[config.mk]
export PLATFORM = sky130hd
export DESIGN_NAME = reg_file_2r1w
export DESIGN_NICKNAME = d
export VERILOG_FILES = /design/src/rtl/reg_file_2r1w.sv
export SDC_FILE = /design/constraint.sdc
export NUM_CORES = 1
export LEC_CHECK = 0
export CAP_MARGIN = 10
export CORE_MARGIN = 2
export CORE_UTILIZATION = 25
export DETAILED_ROUTE_END_ITERATION = 16
export SLEW_MARGIN = 20
export SYNTH_ARGS = -nofsm -noshare
export SYNTH_HDL_FRONTEND = slang
export SYNTH_SLANG_ARGS = --single-unit
[constraint.sdc]
create_clock -name clk -period 3.6 [get_ports clk]
set_input_delay 1.08 -clock clk [delete_from_list [all_inputs] [get_ports clk]]
set_output_delay 1.08 -clock clk [all_outputs]
set_load 0.01 [all_outputs]
[src/rtl/reg_file_2r1w.sv]
// Two-read / one-write register file with byte strobes, registered reads,
// optional write-first forwarding and out-of-range address detection.
module reg_file_2r1w_rd #(
   parameter int WIDTH  = 16,
   parameter int DEPTH  = 8,
   parameter int BYPASS = 1,
   parameter int AW     = 3
) (
   input  logic             clk,
   input  logic             rst,
   input  logic             rd_en,
   input  logic [AW-1:0]    rd_addr,
   input  logic [WIDTH-1:0] mem_word,
   input  logic             wr_ok,
   input  logic [AW-1:0]    wr_addr,
   input  logic [WIDTH-1:0] wr_merged,
   output logic [WIDTH-1:0] rd_data,
   output logic             rd_valid,
   output logic             rd_err
);
   localparam logic [AW:0] DEPTH_W = (AW+1)'(DEPTH);

   logic             in_range;
   logic [WIDTH-1:0] next_word;

   always_comb begin
      in_range = ({1'b0, rd_addr} < DEPTH_W);
      rd_err   = rd_en & ~in_range;
      // Out-of-range reads return zero rather than aliasing onto a real entry.
      if (!in_range)
         next_word = '0;
      else if ((BYPASS != 0) && wr_ok && (wr_addr == rd_addr))
         next_word = wr_merged;
      else
         next_word = mem_word;
   end

   always_ff @(posedge clk) begin
      if (rst) begin
         rd_data  <= '0;
         rd_valid <= 1'b0;
      end else begin
         rd_valid <= rd_en;
         if (rd_en) rd_data <= next_word;
      end
   end
endmodule

module reg_file_2r1w #(
   parameter int WIDTH  = 16,
   parameter int DEPTH  = 8,
   parameter int BYPASS = 1,
   localparam int AW    = (DEPTH > 2) ? $clog2(DEPTH) : 1
) (
   input  logic               clk,
   input  logic               rst,
   input  logic               WrEn,
   input  logic [AW-1:0]      WrAddr,
   input  logic [WIDTH-1:0]   WrData,
   input  logic [WIDTH/8-1:0] WrStrb,
   input  logic               RdEnA,
   input  logic               RdEnB,
   input  logic [AW-1:0]      RdAddrA,
   input  logic [AW-1:0]      RdAddrB,
   output logic [WIDTH-1:0]   RdDataA,
   output logic [WIDTH-1:0]   RdDataB,
   output logic               RdValidA,
   output logic               RdValidB,
   output logic               AddrErr
);
   localparam int          NB      = WIDTH / 8;
   localparam logic [AW:0] DEPTH_W = (AW+1)'(DEPTH);

   logic [WIDTH-1:0] mem [DEPTH];
   logic             wr_in_range, wr_ok, wr_err;
   logic [WIDTH-1:0] wr_old, wr_merged;

   logic [1:0]            rd_en_v, rd_valid_v, rd_err_v;
   logic [1:0][AW-1:0]    rd_addr_v;
   logic [1:0][WIDTH-1:0] rd_word_v, rd_data_v;

   always_comb begin
      wr_in_range = ({1'b0, WrAddr} < DEPTH_W);
      wr_ok       = WrEn & wr_in_range;
      // An all-zero strobe is not an access, so it cannot flag an error.
      wr_err      = WrEn & (|WrStrb) & ~wr_in_range;
      wr_old      = wr_in_range ? mem[WrAddr] : '0;
      wr_merged   = wr_old;
      for (int i = 0; i < NB; i++)
         if (WrStrb[i]) wr_merged[8*i +: 8] = WrData[8*i +: 8];
   end

   always_ff @(posedge clk) begin
      if (rst) begin
         for (int d = 0; d < DEPTH; d++) mem[d] <= '0;
         AddrErr <= 1'b0;
      end else begin
         if (wr_ok)
            for (int i = 0; i < NB; i++)
               if (WrStrb[i]) mem[WrAddr][8*i +: 8] <= WrData[8*i +: 8];
         AddrErr <= wr_err | (|rd_err_v);
      end
   end

   assign rd_en_v   = {RdEnB, RdEnA};
   assign rd_addr_v = {RdAddrB, RdAddrA};

   for (genvar p = 0; p < 2; p++) begin : g_rd
      assign rd_word_v[p] = mem[rd_addr_v[p]];
      reg_file_2r1w_rd #(
         .WIDTH(WIDTH), .DEPTH(DEPTH), .BYPASS(BYPASS), .AW(AW)
      ) u_rd (
         .clk      (clk),
         .rst      (rst),
         .rd_en    (rd_en_v[p]),
         .rd_addr  (rd_addr_v[p]),
         .mem_word (rd_word_v[p]),
         .wr_ok    (wr_ok),
         .wr_addr  (WrAddr),
         .wr_merged(wr_merged),
         .rd_data  (rd_data_v[p]),
         .rd_valid (rd_valid_v[p]),
         .rd_err   (rd_err_v[p])
      );
   end

   assign RdDataA  = rd_data_v[0];
   assign RdDataB  = rd_data_v[1];
   assign RdValidA = rd_valid_v[0];
   assign RdValidB = rd_valid_v[1];
endmodule
# Word-level counts from Yosys, hierarchy flattened
# Memories as Yosys holds them, arrays and structs flattened.
# Index checks and enable logic that the tools add are counted.
totals:
  register_bits: 34
  mem_bits_rw: 128
  n_memories: 1
mem_list:
  columns: ["memory", "words", "width", "rd", "rd_clocked_by_memory_dff", "wr", "line_no", "text"]
  rows:
  - ["mem", 8, 16, 3, 0, 8, "74", "logic [WIDTH-1:0] mem [DEPTH];"]
op_classes:
  eq_ne: 2
  n_mux: 17
  reduce_logical: 3
ops:
  columns: ["op", "count"]
  rows:
  - ["two-way mux 16 bit", 3]
  - ["two-way mux 8 bit", 2]
  - ["OR reduction 16 bit", 1]
  - ["two-way mux 1 bit", 10]
  - ["== test 3 bit", 2]
  - ["two-way mux 3 bit", 1]
  - ["logical AND 1 bit", 2]
  - ["two-way mux 2 bit", 1]

# Logic depth before layout (Yosys ltp)
depth:
  ltp_word: 6
  depth_mapped: 9
  depth_no_buf: 5

# Hierarchy
# Synthesis repeated with hierarchy kept, for this count alone.
hier_totals:
  cells_unflattened: 826
  area_unflattened_um2: 10263.6
by_module_without_submodules:
  columns: ["module", "n_inst", "cells_per_inst", "area_per_inst_um2"]
  rows:
  - ["reg_file_2r1w", 1, 582, 8286.7]
  - ["reg_file_2r1w_rd", 2, 122, 988.4]

# Least setup slack after synthesis
# Ideal clock, no wire load.
synth_timing:
  kind: "input to register"
  from: "input WrAddr[1]"
  to: "memory mem[6][0] (enable)"
  arrival_ns: 2.454
  required_time_ns: 3.271
  path_slack_ns: 0.817
  path_stages: 7
  path_buffers: 4
  path_cell_list: "buf_2 buf_4 buf_2 buf_2 nand2_1 nor2_1 or2_1"
synth_lines:
  columns: ["element", "line_no", "text"]
  rows:
  - ["start: declaration", "58", "input logic [AW-1:0] WrAddr,"]
  - ["end: declaration", "74", null]

# Worst setup path after layout
layout_timing:
  from: "input WrAddr[0]"
  to: "register g_rd[0].u_rd.rd_data[9]"
layout_via:
  elab_chain_len: 3
layout_rtl:
  columns: ["element", "line_no", "text"]
  rows:
  - ["memory (8 x 16 bit) or == test 3 bit (tied branches)", null, null]
  - ["two-way mux 8 bit or logical AND 1 bit (tied branches)", "90, 32", null]
  - ["two-way mux 16 bit (*)", "32", "else if ((BYPASS != 0) && wr_ok && (wr_addr == rd_addr))"]
  - ["end signal: assignment", "44", "if (rd_en) rd_data <= next_word;"]
  - ["end: declaration", "17", "output logic [WIDTH-1:0] rd_data,"]
# Every way passes the cells marked *; elsewhere a longest branch is shown, timed or not.
# A chain may end at the register's enable or synchronous reset.

==> impl_metrics.toml <==
[status]
status = "complete, no violations"

[clock_network]
ctsHoldBuffers = 0
cts_buffers = 17
ctsLongestPathBuffers = 2
tritoncts = "done"
clk_latency_ps = 440
root_buffer = "clkbuf_16"
post_cts_buffers = 0
cts-resized-gates = 0
clkSinkCount = 162
htree_levels = 4
clk_pin_slew_worst_paths_ps = 70

[timing]
slew-limit-headroom_pct = 45.3
rsz0062_at_grt = "no"
min_period_ps = 3030
setup_tns_ps = 0
fmax_mhz = 330
fin_crit_sh_pct = 84.3
setup_viol = 0
worst_pin_slew_ps = 819
finalHoldViolations = 0
slew_viol_final = 0
finClkSkew_ps = 13.0

[placement]
dp_hpwl_um = 22700
port_buffers = 65
dp_cells = 1354
place.gp.congestion = 0.877

[synth]
synth-xor-area-share_pct = 0.546
syn_nets = 807
yosysTopAreaCell = "edfxtp_1"
synth_top_family_by_area = "multiplexers"
synth-edff-count = 128
synthFlopType = "edfxtp_1"
ys_seq_area_share_pct = 47.0
yosysTopAreaCellShare_pct = 40.0
synth_mux_area_share_pct = 22.1
synthAdderAreaFrac_pct = 0
synth_area_leaders = "edfxtp_1 (40%), mux4_2 (16%), and2_1 (8.5%)"
synth_area_um2 = 9620
yosys.area_share.simple_pct = 17.5
synth_cell_types = 61
netlist_instances = 775
ys_seq_elements = 162
synth_warnings = 0
synth_async_sr_flop_share_pct = 0
syn_area_per_cell_um2 = 12.4
synth_compound_area_share_pct = 9.52

[power]
powerDensity_nw_per_um2 = 427
swShare_pct = 27.1
clkPwrFrac_pct = 39.1
switching_power_mw = 1.36
p_leak_nw = 4.07
power_frac_comb_pct = 16.1
ir_worst_vdd_mv = 0.269
seq_power_share_pct = 44.7
p_int_mw = 3.65

[routing]
firstDrtPassIters = 5
wl_per_cell_um = 22.8
drc_errors = 0
via_per_inst = 5.09
drtIter0Drc = 770
postRouteAntennaNets = 0
vias = 7059
drt-total-wl_um = 31600

[global_routing]
overflow = 0
grt_start_max_net_pins = 37
use_met3_pct = 3.99
grt_use_met1_pct = 21.3
grt_pass1_wl_um = 47100
antenna_found_initial = 6
use_met2_pct = 24.8
gr-max-usage-layer = "met2"
track_usage_pct = 15.9
grt_pass1_vias = 7091

[floorplanning]
fp.coreArea_um2 = 37800
die-area_um2 = 40100
pin_count = 67
die_w_um = 200
initial_core_util_pct = 25.5
rows = 71
die_h_um = 200

[worst_setup_path]
worst-endpoint-required_ps = 3920
crit_type = "in2reg"
end_kind = "flip-flop"
critPathArrivalTime_ps = 3350
crit_path_end = "g_rd[0].u_rd.rd_data[9]$_SDFFE_PP0P_"
regToRegSetupSlack_ps = 1820
r2r-start = "mem[4][12]$_SDFFCE_PN0P_"
crit_start = "WrAddr[0]"
ff2ff_path_depth = 5
startpoint_type = "input pin"
r2r-end = "g_rd[0].u_rd.rd_data[12]$_SDFFE_PP0P_"
worstPathMaxFanout = 17

[run]
maxCapViolations = 0

[cells_and_area]
areaGrowthSynthToFinish_pct = 21.9
nNetsFinal = 894
stdcell_count = 1388
drive_gt1_share_pct = 22.1

[worst_hold_path]
whs_path_depth = 2
min_path_type = "reg2reg"
-- critical path, stage by stage --
cell and delay, ps:
clkdlybuf4s50_1 690, buf_4 330, mux4_2 540, nor2_1 120, o21ai_1 100, a31oi_1 390, o21ai_1 90
-- cell usage in the layout (no fill, tap or decap), drive strengths merged, types with 4 or more instances in the layout --
| master | netlist | routed |
|---|---|---|
| and2 | 130 | 130 |
| edfxtp | 128 | 128 |
| mux4 | 69 | 69 |
| buf | 29 | 64 |
| clkdlybuf4s50 | 0 | 60 |
| nor2 | 41 | 41 |
| nand2 | 35 | 35 |
| mux2i | 35 | 35 |
| dfxtp | 34 | 34 |
| o21ai | 27 | 27 |
| mux2 | 20 | 20 |
| nand2b | 18 | 18 |
| clkbuf | 27 | 18 |
| or2 | 16 | 16 |
| nand3 | 14 | 14 |
| a221oi | 12 | 12 |
| inv | 5 | 12 |
| nor2b | 11 | 11 |
| a21oi | 11 | 11 |
| o211ai | 10 | 10 |
| a31oi | 10 | 10 |
| a22oi | 8 | 8 |
| a311oi | 8 | 8 |
| nor3 | 8 | 8 |
| xnor2 | 6 | 6 |
| o2bb2ai | 6 | 6 |
| and3b | 5 | 5 |
| a211oi | 4 | 4 |
| a221o | 4 | 4 |
| o21a | 4 | 4 |
| nor4 | 4 | 4 |
-- power groups by stage --
stage          registers, mW  logic [mW]  clock network (mW)
2_1_floorplan           2.25       0.475                   0
3_3_place_gp            2.27       0.797                   0
3_5_place_dp            2.27       0.800                   0
4_1_cts                 2.23       0.804                1.97
5_1_grt                 2.25       0.857                2.05
6_report                2.24       0.808                1.96
-- Yosys cell counts, types with 7 or more instances --
master,count
o21ai_1,20
mux4_2,69
nand3_1,14
a31oi_1,9
nor2_1,41
mux2_2,11
clkbuf_1,27
edfxtp_1,128
o211ai_1,10
a21oi_1,11
buf_4,9
o21ai_0,7
dfxtp_1,34
and2_1,130
a22oi_1,8
or2_2,11
buf_2,18
nand2_1,35
nor2b_1,11
a221oi_1,12
a311oi_1,8
nand2b_1,18
mux2_1,9
mux2i_1,35
-- layer usage --
layer / up-vias / part of all wire [%]
met2: 300 / 46
met3: 64 / 7.8
met5: - / 0.12
met1: 3525 / 44
met4: 8 / 2.4
li1: 3162 / -
-- state kept, by name, indices dropped and copies added (netlist names) --
signal / count
g_rd.u_rd.rd_data: 32
g_rd.u_rd.rd_valid: 2
mem: 128
-- cell families (layout without fill, tap and decap cells) --
| logic type | Yosys count | after routing |
|---|---|---|
| AOI/OAI and AO/OA | 126 | 126 |
| xor gates and xnor gates | 6 | 6 |
| buffers and inverters | 61 | 161 |
| DFF | 162 | 162 |
| muxes | 124 | 124 |
| other | 1 | 3 |
| and+or+nand+nor | 295 | 295 |
-- per-stage QoR --
| stage | area [um2] | total power [mW] | utilization, % | setup slack [ps] | hold WS [ps] |
|---|---|---|---|---|---|
| floorplan | 9620 | 2.72 | - | 817 | 463 |
| global placement | 11100 | 3.07 | 29.4 | 224 | 440 |
| detailed placement | 11100 | 3.07 | 29.4 | 204 | 436 |
| CTS | 11700 | 5.01 | 31.0 | 660 | 446 |
| global route | 11700 | 5.15 | 31.0 | 542 | 479 |
| finish | 11700 | 5.00 | 31.0 | 566 | 442 |
-- how the worst min path moves through the flow --
stage                                                startpoint                                    end
final                      g_rd[1].u_rd.rd_data[7]$_SDFFE_PP0P_   g_rd[1].u_rd.rd_data[7]$_SDFFE_PP0P_
after global routing      g_rd[1].u_rd.rd_data[11]$_SDFFE_PP0P_  g_rd[1].u_rd.rd_data[11]$_SDFFE_PP0P_
after CTS                  g_rd[1].u_rd.rd_data[7]$_SDFFE_PP0P_   g_rd[1].u_rd.rd_data[7]$_SDFFE_PP0P_
after detailed placement   g_rd[1].u_rd.rd_data[7]$_SDFFE_PP0P_   g_rd[1].u_rd.rd_data[7]$_SDFFE_PP0P_
after global placement     g_rd[1].u_rd.rd_data[7]$_SDFFE_PP0P_   g_rd[1].u_rd.rd_data[7]$_SDFFE_PP0P_
after floorplan            g_rd[1].u_rd.rd_data[7]$_SDFFE_PP0P_   g_rd[1].u_rd.rd_data[7]$_SDFFE_PP0P_
-- area by class of cell --
class	instances	area [um2]
diodes	2	5.00
multi-input cells	552	4780
inverters	5	18.8
flip-flops and latches	162	4520
clock inverters	14	190
well taps	511	639
repair buffers	124	1130
fillers	3764	26000
clock buffers	18	429
Note: power is estimated with default switching activity, not from simulation.
